$ cat src/rtl/mem_access_ctrl_if.sv
// mem_access_ctrl_if: pipeline-side request/response and word-memory port bundle.
// Revision 1.0
`default_nettype none

interface mem_access_ctrl_if;
  logic        req;
  logic        wr;
  logic [1:0]  size;
  logic        sign;
  logic [31:0] addr;
  logic [31:0] wdata;
  logic        busy;
  logic        done;
  logic        err;
  logic [31:0] rdata;
  logic        mem_we;
  logic [31:0] mem_addr;
  logic [31:0] mem_din;
  logic [31:0] mem_dout;

  modport master (
    output req, wr, size, sign, addr, wdata, mem_dout,
    input  busy, done, err, rdata, mem_we, mem_addr, mem_din
  );

  modport slave (
    input  req, wr, size, sign, addr, wdata, mem_dout,
    output busy, done, err, rdata, mem_we, mem_addr, mem_din
  );
endinterface

`default_nettype wire

$ cat src/rtl/mem_access_ctrl.sv
// mem_access_ctrl: byte/halfword/word load-store unit over a word memory, RMW for sub-word stores.
// Revision 1.0
`default_nettype none

module mem_access_ctrl #(
  parameter int ADDR_LIMIT = 128
) (
  input  wire logic        clk,
  input  wire logic        rst,
  mem_access_ctrl_if.slave bus
);

  typedef enum logic [1:0] {
    IDLE   = 2'd0,
    ACCESS = 2'd1,
    WRITE  = 2'd2,
    FAULT  = 2'd3
  } state_t;

  localparam logic [1:0] SZ_BYTE = 2'b00;
  localparam logic [1:0] SZ_HALF = 2'b01;
  localparam logic [1:0] SZ_WORD = 2'b10;

  state_t      state, state_nx;
  logic        wr_q, sign_q;
  logic [1:0]  size_q, lane_q;
  logic [31:0] wdata_q, merge_q, rdata_q, mem_addr_q;
  logic        done_q, err_q;

  logic        accept, bad, misaligned, busy, mem_we;
  logic [2:0]  nbytes;
  logic [32:0] end_addr;
  logic [7:0]  rd_byte;
  logic [15:0] rd_half;
  logic [31:0] load_val, merge_val;

  assign accept = ((state == IDLE) || (state == FAULT)) && bus.req;

  always_comb begin
    case (bus.size)
      SZ_BYTE: nbytes = 3'd1;
      SZ_HALF: nbytes = 3'd2;
      default: nbytes = 3'd4;
    endcase
  end

  assign misaligned = ((bus.size == SZ_HALF) && bus.addr[0]) ||
                      ((bus.size == SZ_WORD) && (bus.addr[1:0] != 2'b00));
  // Widened sum so an address near 2^32 cannot wrap past the limit check.
  assign end_addr   = {1'b0, bus.addr} + {30'd0, nbytes};
  assign bad        = (bus.size == 2'b11) || misaligned || (end_addr > 33'(ADDR_LIMIT));

  always_comb begin
    state_nx = state;
    busy     = 1'b0;
    mem_we   = 1'b0;
    case (state)
      IDLE, FAULT: begin
        state_nx = IDLE;
        if (bus.req) state_nx = bad ? FAULT : ACCESS;
      end
      ACCESS: begin
        busy     = 1'b1;
        mem_we   = wr_q && (size_q == SZ_WORD);
        state_nx = (wr_q && (size_q != SZ_WORD)) ? WRITE : IDLE;
      end
      WRITE: begin
        busy     = 1'b1;
        mem_we   = 1'b1;
        state_nx = IDLE;
      end
      default: state_nx = IDLE;
    endcase
  end

  always_comb begin
    case (lane_q)
      2'd0:    rd_byte = bus.mem_dout[7:0];
      2'd1:    rd_byte = bus.mem_dout[15:8];
      2'd2:    rd_byte = bus.mem_dout[23:16];
      default: rd_byte = bus.mem_dout[31:24];
    endcase
    rd_half = lane_q[1] ? bus.mem_dout[31:16] : bus.mem_dout[15:0];

    case (size_q)
      SZ_BYTE: load_val = sign_q ? {{24{rd_byte[7]}}, rd_byte} : {24'd0, rd_byte};
      SZ_HALF: load_val = sign_q ? {{16{rd_half[15]}}, rd_half} : {16'd0, rd_half};
      default: load_val = bus.mem_dout;
    endcase

    merge_val = bus.mem_dout;
    if (size_q == SZ_BYTE) begin
      case (lane_q)
        2'd0:    merge_val[7:0]   = wdata_q[7:0];
        2'd1:    merge_val[15:8]  = wdata_q[7:0];
        2'd2:    merge_val[23:16] = wdata_q[7:0];
        default: merge_val[31:24] = wdata_q[7:0];
      endcase
    end else if (lane_q[1]) begin
      merge_val[31:16] = wdata_q[15:0];
    end else begin
      merge_val[15:0]  = wdata_q[15:0];
    end
  end

  always_ff @(posedge clk) begin
    if (rst) begin
      state      <= IDLE;
      wr_q       <= 1'b0;
      sign_q     <= 1'b0;
      size_q     <= 2'b00;
      lane_q     <= 2'b00;
      wdata_q    <= 32'd0;
      merge_q    <= 32'd0;
      rdata_q    <= 32'd0;
      mem_addr_q <= 32'd0;
      done_q     <= 1'b0;
      err_q      <= 1'b0;
    end else begin
      state  <= state_nx;
      done_q <= 1'b0;
      err_q  <= 1'b0;
      if (accept) begin
        wr_q       <= bus.wr;
        sign_q     <= bus.sign;
        size_q     <= bus.size;
        lane_q     <= bus.addr[1:0];
        wdata_q    <= bus.wdata;
        mem_addr_q <= {bus.addr[31:2], 2'b00};
        done_q     <= bad;
        err_q      <= bad;
      end
      if (state == ACCESS) begin
        if (!wr_q) rdata_q <= load_val;
        if (state_nx == WRITE) merge_q <= merge_val;
        else done_q <= 1'b1;
      end
      if (state == WRITE) done_q <= 1'b1;
    end
  end

  assign bus.busy     = busy;
  assign bus.mem_we   = mem_we;
  assign bus.done     = done_q;
  assign bus.err      = err_q;
  assign bus.rdata    = rdata_q;
  assign bus.mem_addr = mem_addr_q;
  // Word stores drive the latched data; the merge register only matters in WRITE.
  assign bus.mem_din  = (state == WRITE) ? merge_q : wdata_q;

endmodule

`default_nettype wire

$ cat src/flat_wrapper.sv
// flat-port wrapper written by rule: the top's interface ports become plain ports
module mem_access_ctrl_flat 
#(
  parameter int ADDR_LIMIT = 128
)
  (clk, rst, bus_req, bus_wr, bus_size, bus_sign, bus_addr, bus_wdata, bus_mem_dout, bus_busy, bus_done, bus_err, bus_rdata, bus_mem_we, bus_mem_addr, bus_mem_din);
  mem_access_ctrl_if bus_i ();
  input  wire logic clk;
  input  wire logic rst;
  input wire logic [$bits(bus_i.req)-1:0] bus_req;
  input wire logic [$bits(bus_i.wr)-1:0] bus_wr;
  input wire logic [$bits(bus_i.size)-1:0] bus_size;
  input wire logic [$bits(bus_i.sign)-1:0] bus_sign;
  input wire logic [$bits(bus_i.addr)-1:0] bus_addr;
  input wire logic [$bits(bus_i.wdata)-1:0] bus_wdata;
  input wire logic [$bits(bus_i.mem_dout)-1:0] bus_mem_dout;
  output wire logic [$bits(bus_i.busy)-1:0] bus_busy;
  output wire logic [$bits(bus_i.done)-1:0] bus_done;
  output wire logic [$bits(bus_i.err)-1:0] bus_err;
  output wire logic [$bits(bus_i.rdata)-1:0] bus_rdata;
  output wire logic [$bits(bus_i.mem_we)-1:0] bus_mem_we;
  output wire logic [$bits(bus_i.mem_addr)-1:0] bus_mem_addr;
  output wire logic [$bits(bus_i.mem_din)-1:0] bus_mem_din;
  assign bus_i.req = bus_req;
  assign bus_i.wr = bus_wr;
  assign bus_i.size = bus_size;
  assign bus_i.sign = bus_sign;
  assign bus_i.addr = bus_addr;
  assign bus_i.wdata = bus_wdata;
  assign bus_i.mem_dout = bus_mem_dout;
  assign bus_busy = bus_i.busy;
  assign bus_done = bus_i.done;
  assign bus_err = bus_i.err;
  assign bus_rdata = bus_i.rdata;
  assign bus_mem_we = bus_i.mem_we;
  assign bus_mem_addr = bus_i.mem_addr;
  assign bus_mem_din = bus_i.mem_din;
  mem_access_ctrl #(.ADDR_LIMIT(ADDR_LIMIT)) u_core (.clk(clk), .rst(rst), .bus(bus_i));
endmodule
$ cat config.mk
export PLATFORM = sky130hd
export DESIGN_NAME = mem_access_ctrl_flat
export DESIGN_NICKNAME = d
export VERILOG_FILES = /design/src/rtl/mem_access_ctrl_if.sv /design/src/rtl/mem_access_ctrl.sv /design/src/flat_wrapper.sv
export SDC_FILE = /design/constraint.sdc
export NUM_CORES = 1
export LEC_CHECK = 0
export ABC_AREA = 0
export CAP_MARGIN = 20
export CORE_ASPECT_RATIO = 0.7
export CORE_MARGIN = 5
export CORE_UTILIZATION = 30
export CTS_CLUSTER_DIAMETER = 30
export DETAILED_ROUTE_END_ITERATION = 8
export PLACE_DENSITY = 0.63
export SLEW_MARGIN = 30
export SYNTH_ARGS = -nofsm -noshare
export SYNTH_HDL_FRONTEND = slang
export SYNTH_SLANG_ARGS = --single-unit
$ cat constraint.sdc
create_clock -name clk -period 3.95 [get_ports clk]
set_clock_uncertainty 0.2 [all_clocks]
set_input_delay 0.79 -clock clk [delete_from_list [all_inputs] [get_ports clk]]
set_output_delay 0.79 -clock clk [all_outputs]
set_load 0.005 [all_outputs]
==> summary.txt <==
Yosys
  • Main combinational cell family by area after synthesis: simple AND/OR/NAND/NOR gates
  • Synth Area in Compound Gates: 0.2196
  • Post-synthesis sequential area ratio: 0.4084
  • Xor and xnor fraction of the mapped netlist area: 0.01708
  • #FFs+latches synth: 136
  • Mapped Area: between 0.006 and 0.007 sq mm
  • Avg Inst Size Synth: between 7 and 8 sq um
  • Fraction of registers with async set/reset: 0
  • Yosys warning count: 0
  • Count of cell types in the netlist: 50
  • Mux share of post-synthesis cell area: 0.07076
  • Post-synth EDFFs: 0
  • Post-Synth Simple-Gate Area: 0.2232
  • Adder-Cell Fraction of Synth Area: 0.01239
  • Syn Inst Count: 858
  • Primary FF master, synth: dfxtp_1

Placed design
  • HPWL after detailed placement: 18490 um
  • Placed Instances: 1300
  • Routability congestion estimate: 0.8708
  • I/O Buffers: 200

Pwr
  • Pwr Total: 3936 uW
  • Worst vdd ir: between 0.3 and 0.4 mV
  • LEAKAGE: approximately 0.0034 uW
  • Power per cell area: 409.2 mW/mm^2

Setup path
  • Worst r2r path cells: 5
  • Critical Path Slowest Stage Cell: clkdlybuf4s50_1
  • Critical Path AT: ~3.6 ns
  • Req. time, crit path: 4.00 ns
  • Worst path cell trace: clkdlybuf4s50_1 -> nor2_1 -> ha_1 -> fa_1 -> a21oi_1 -> buf_4 -> nor3_4 -> buf_4 -> xor2_1 -> or4_1 -> a22oi_1 -> and4_1 -> a221oi_1
  • Crit-path max FO: 8
  • R2r startpoint: u_core.size_q[0]
  • Worst setup EP type: flop
  • R2R setup slack: 1.01 ns
  • Crit Reg-Reg Endpoint: u_core.merge_q[19]
  • CP max stage delay: 0.50 ns
  • Crit path kind: in -> reg
  • Worst setup SP type: primary input
  • CP most frequent cell: buf_4
  • Worst Setup EP: u_core.bus.done
  • Critical Path Source: bus_size[0]

Detailed routing
  • Final wirelength: 24900 um
  • # DRC: 0
  • Via/cell ratio: 5.153
  • Drt pass-1 iters: 5
  • Post-route ant nets: 0
  • Initial DRC count: between 600 and 700
  • Wirelength per Cell: 18.69 um
  • Vias: 6864

Clock tree
  • H-tree Lvls: 4
  • Cts repair resizes: 0
  • TritonCTS Sinks: 136
  • CTS root buf: clkbuf_16
  • Number of buffers created by CTS: 17
  • Post-CTS setup buffer count: 0
  • CTS Buffer Depth: 2
  • Register clock-pin slew on the reported worst setup and hold paths: 0.06 ns
  • Hold_buf cts: 0
  • Clk Latency, worst-skew pair: 0.42 ns
  • CTS tree: yes

Hold path
  • Hold Path Class: reg -> reg
  • Hold Path Origin: u_core.wdata_q[17]

STA
  • Final hold violations: 0
  • Fin crit period: 3.577 ns
  • Tcrit/Tclk final: 0.9056
  • Pin slew with the least headroom to its limit: 0.9059 ns
  • Worst hold margin: 0.2518 ns
  • Relative slew slack: 0.3961
  • Final max-slew violation count: 0
  • RSZ-0062 raised after global routing: no
  • Endpoints failing setup: 0
  • Setup TNS: 0 ns
  • FMAX: about 280 MHz

Layout
  • Multi-input gate area: 0.003642 sq mm
  • Filler Cells Inserted: 2154
  • Area growth from synthesis to layout: 44.28%
  • Final core utilization: 0.4414
  • Final Net Count: 1146
  • Layout cells sized above 1: 0.09714
  • Register area: 0.002723 sq mm
  • Diodes inserted: 0
  • Finished Layout Cells: roughly 1300

Run
  • Max-Cap Viols: 0

Floorplan
  • Initial Utilization: 0.3059
  • I/O Pins: 203
  • Core region area: roughly 0.022 sq mm
  • Total die area: 0.02535 sq mm
  • Rows: 45
  • Die Span Y: ~130 um
  • Die width: between 150 and 200 um

Run status
  • Status: complete, no violations

Global routing
  • Antenna violations before repair: 2
  • Largest net degree at the start of global routing: 81
  • First-pass GRT wire length: 38400 um
  • GRT Util Overall: 0.1928
  • Grt total ovfl: 0
  • Number of global-route vias before repair: 6387
[how the worst min path moves through the flow]
stage	endpoint	cells past startpoint
global route	u_core.bus.mem_addr[18]	2
global placement	u_core.merge_q[15]	2
CTS	u_core.wdata_q[24]	2
detailed placement	u_core.merge_q[14]	2
finish	u_core.wdata_q[17]	2
floorplan	u_core.merge_q[10]	2
[metrics by stage]
stage | setup WS [ns] | area, sq um
3_3_place_gp | 0.05936 | 9002
2_1_floorplan | 0.4909 | 6670
5_1_grt | 0.2460 | 9618
6_report | 0.3728 | 9618
3_5_place_dp | -0.03131 | 9002
4_1_cts | 0.4079 | 9614
[layout make-up]
type,instances,share of cell area
well taps,282,0.03669
multi-input cells,640,0.3787
clock buffers,18,0.04566
clock inverters,14,0.01795
inverters,17,0.006635
flip-flops and latches,136,0.2831
repair buffers,225,0.2313
[worst max-delay path: cells and delay by family]
kind                     cells  cell delay (ns)
buffers and inverters        3             0.84
XOR/XNOR                     1             0.14
AND/OR/NAND/NOR              4             0.79
adder cells (fa/ha/maj)      2             0.61
AO/OA/AOI/OAI                3             0.45
[routing by layer]
layer	GRT usage	wire (um)	share of wire
met4	0.04605	243	0.0098
met5	0	21	0.00084
met2	0.2496	9610	0.39
met1	0.3018	12810	0.51
met3	0.06072	2212	0.089
[sequential cells by signal, indices dropped and copies added (netlist names)]
name and count:
u_core.bus.rdata 32, u_core.merge_q 32, u_core.wdata_q 32, u_core.bus.mem_addr 30, u_core.lane_q 2, u_core.size_q 2
u_core.state 2, u_core.bus.done 1, u_core.bus.err 1, u_core.sign_q 1, u_core.wr_q 1
[cells in the mapped netlist, types with 3 or more instances]
library cell / count / area share
nand2_1: 213 / 0.12
dfxtp_1: 136 / 0.41
a21oi_1: 98 / 0.074
nor2_1: 70 / 0.039
clkbuf_1: 58 / 0.033
a211oi_1: 41 / 0.046
mux2_2: 33 / 0.056
inv_1: 16 / 0.0090
o21ai_0: 16 / 0.012
nand3_1: 15 / 0.011
o211ai_1: 15 / 0.017
o22ai_1: 11 / 0.010
a311oi_1: 10 / 0.013
mux2i_1: 10 / 0.015
nor3_1: 9 / 0.0068
o221ai_1: 9 / 0.012
xnor2_1: 9 / 0.012
a22oi_1: 8 / 0.0090
o31a_1: 8 / 0.011
nand4_1: 7 / 0.0066
and3_1: 6 / 0.0056
nor4_1: 6 / 0.0056
a31oi_1: 5 / 0.0047
buf_1: 5 / 0.0028
ha_1: 5 / 0.0094
xor2_1: 4 / 0.0053
and4_1: 3 / 0.0039
nor2b_1: 3 / 0.0028
or3_1: 3 / 0.0028
[power by group]
group	total [uW]	internal (uW)	leakage (uW)	switching (uW)
sequential	1520	1450	0.00111	61.5
combinational	759	375	0.00203	384
clock	1660	1010	0.000285	648
total	3940	2840	0.00342	1090
[placed cells by master (no fill, tap or decap), types with 16 or more instances in the layout]
cell / synthesis / routed
a211oi_1: 41 / 41
inv_1: 16 / 16
dfxtp_1: 136 / 136
nand2_1: 213 / 212
clkdlybuf4s50_1: 0 / 199
clkbuf_16: 0 / 17
o21ai_0: 16 / 16
buf_4: 2 / 23
a21oi_1: 98 / 97
mux2_2: 33 / 33
nor2_1: 70 / 70
[kinds of logic (layout without fill, tap and decap cells)]
kind of cell | count (synthesis) | after routing
simple gates | 346 | 346
flops | 136 | 136
compound gates | 230 | 230
mux | 43 | 43
xor+xnor | 13 | 13
fa+ha+maj | 6 | 6
buf+inv | 83 | 274
other cells | 1 | 2
Power figures use the tool's default switching activity.
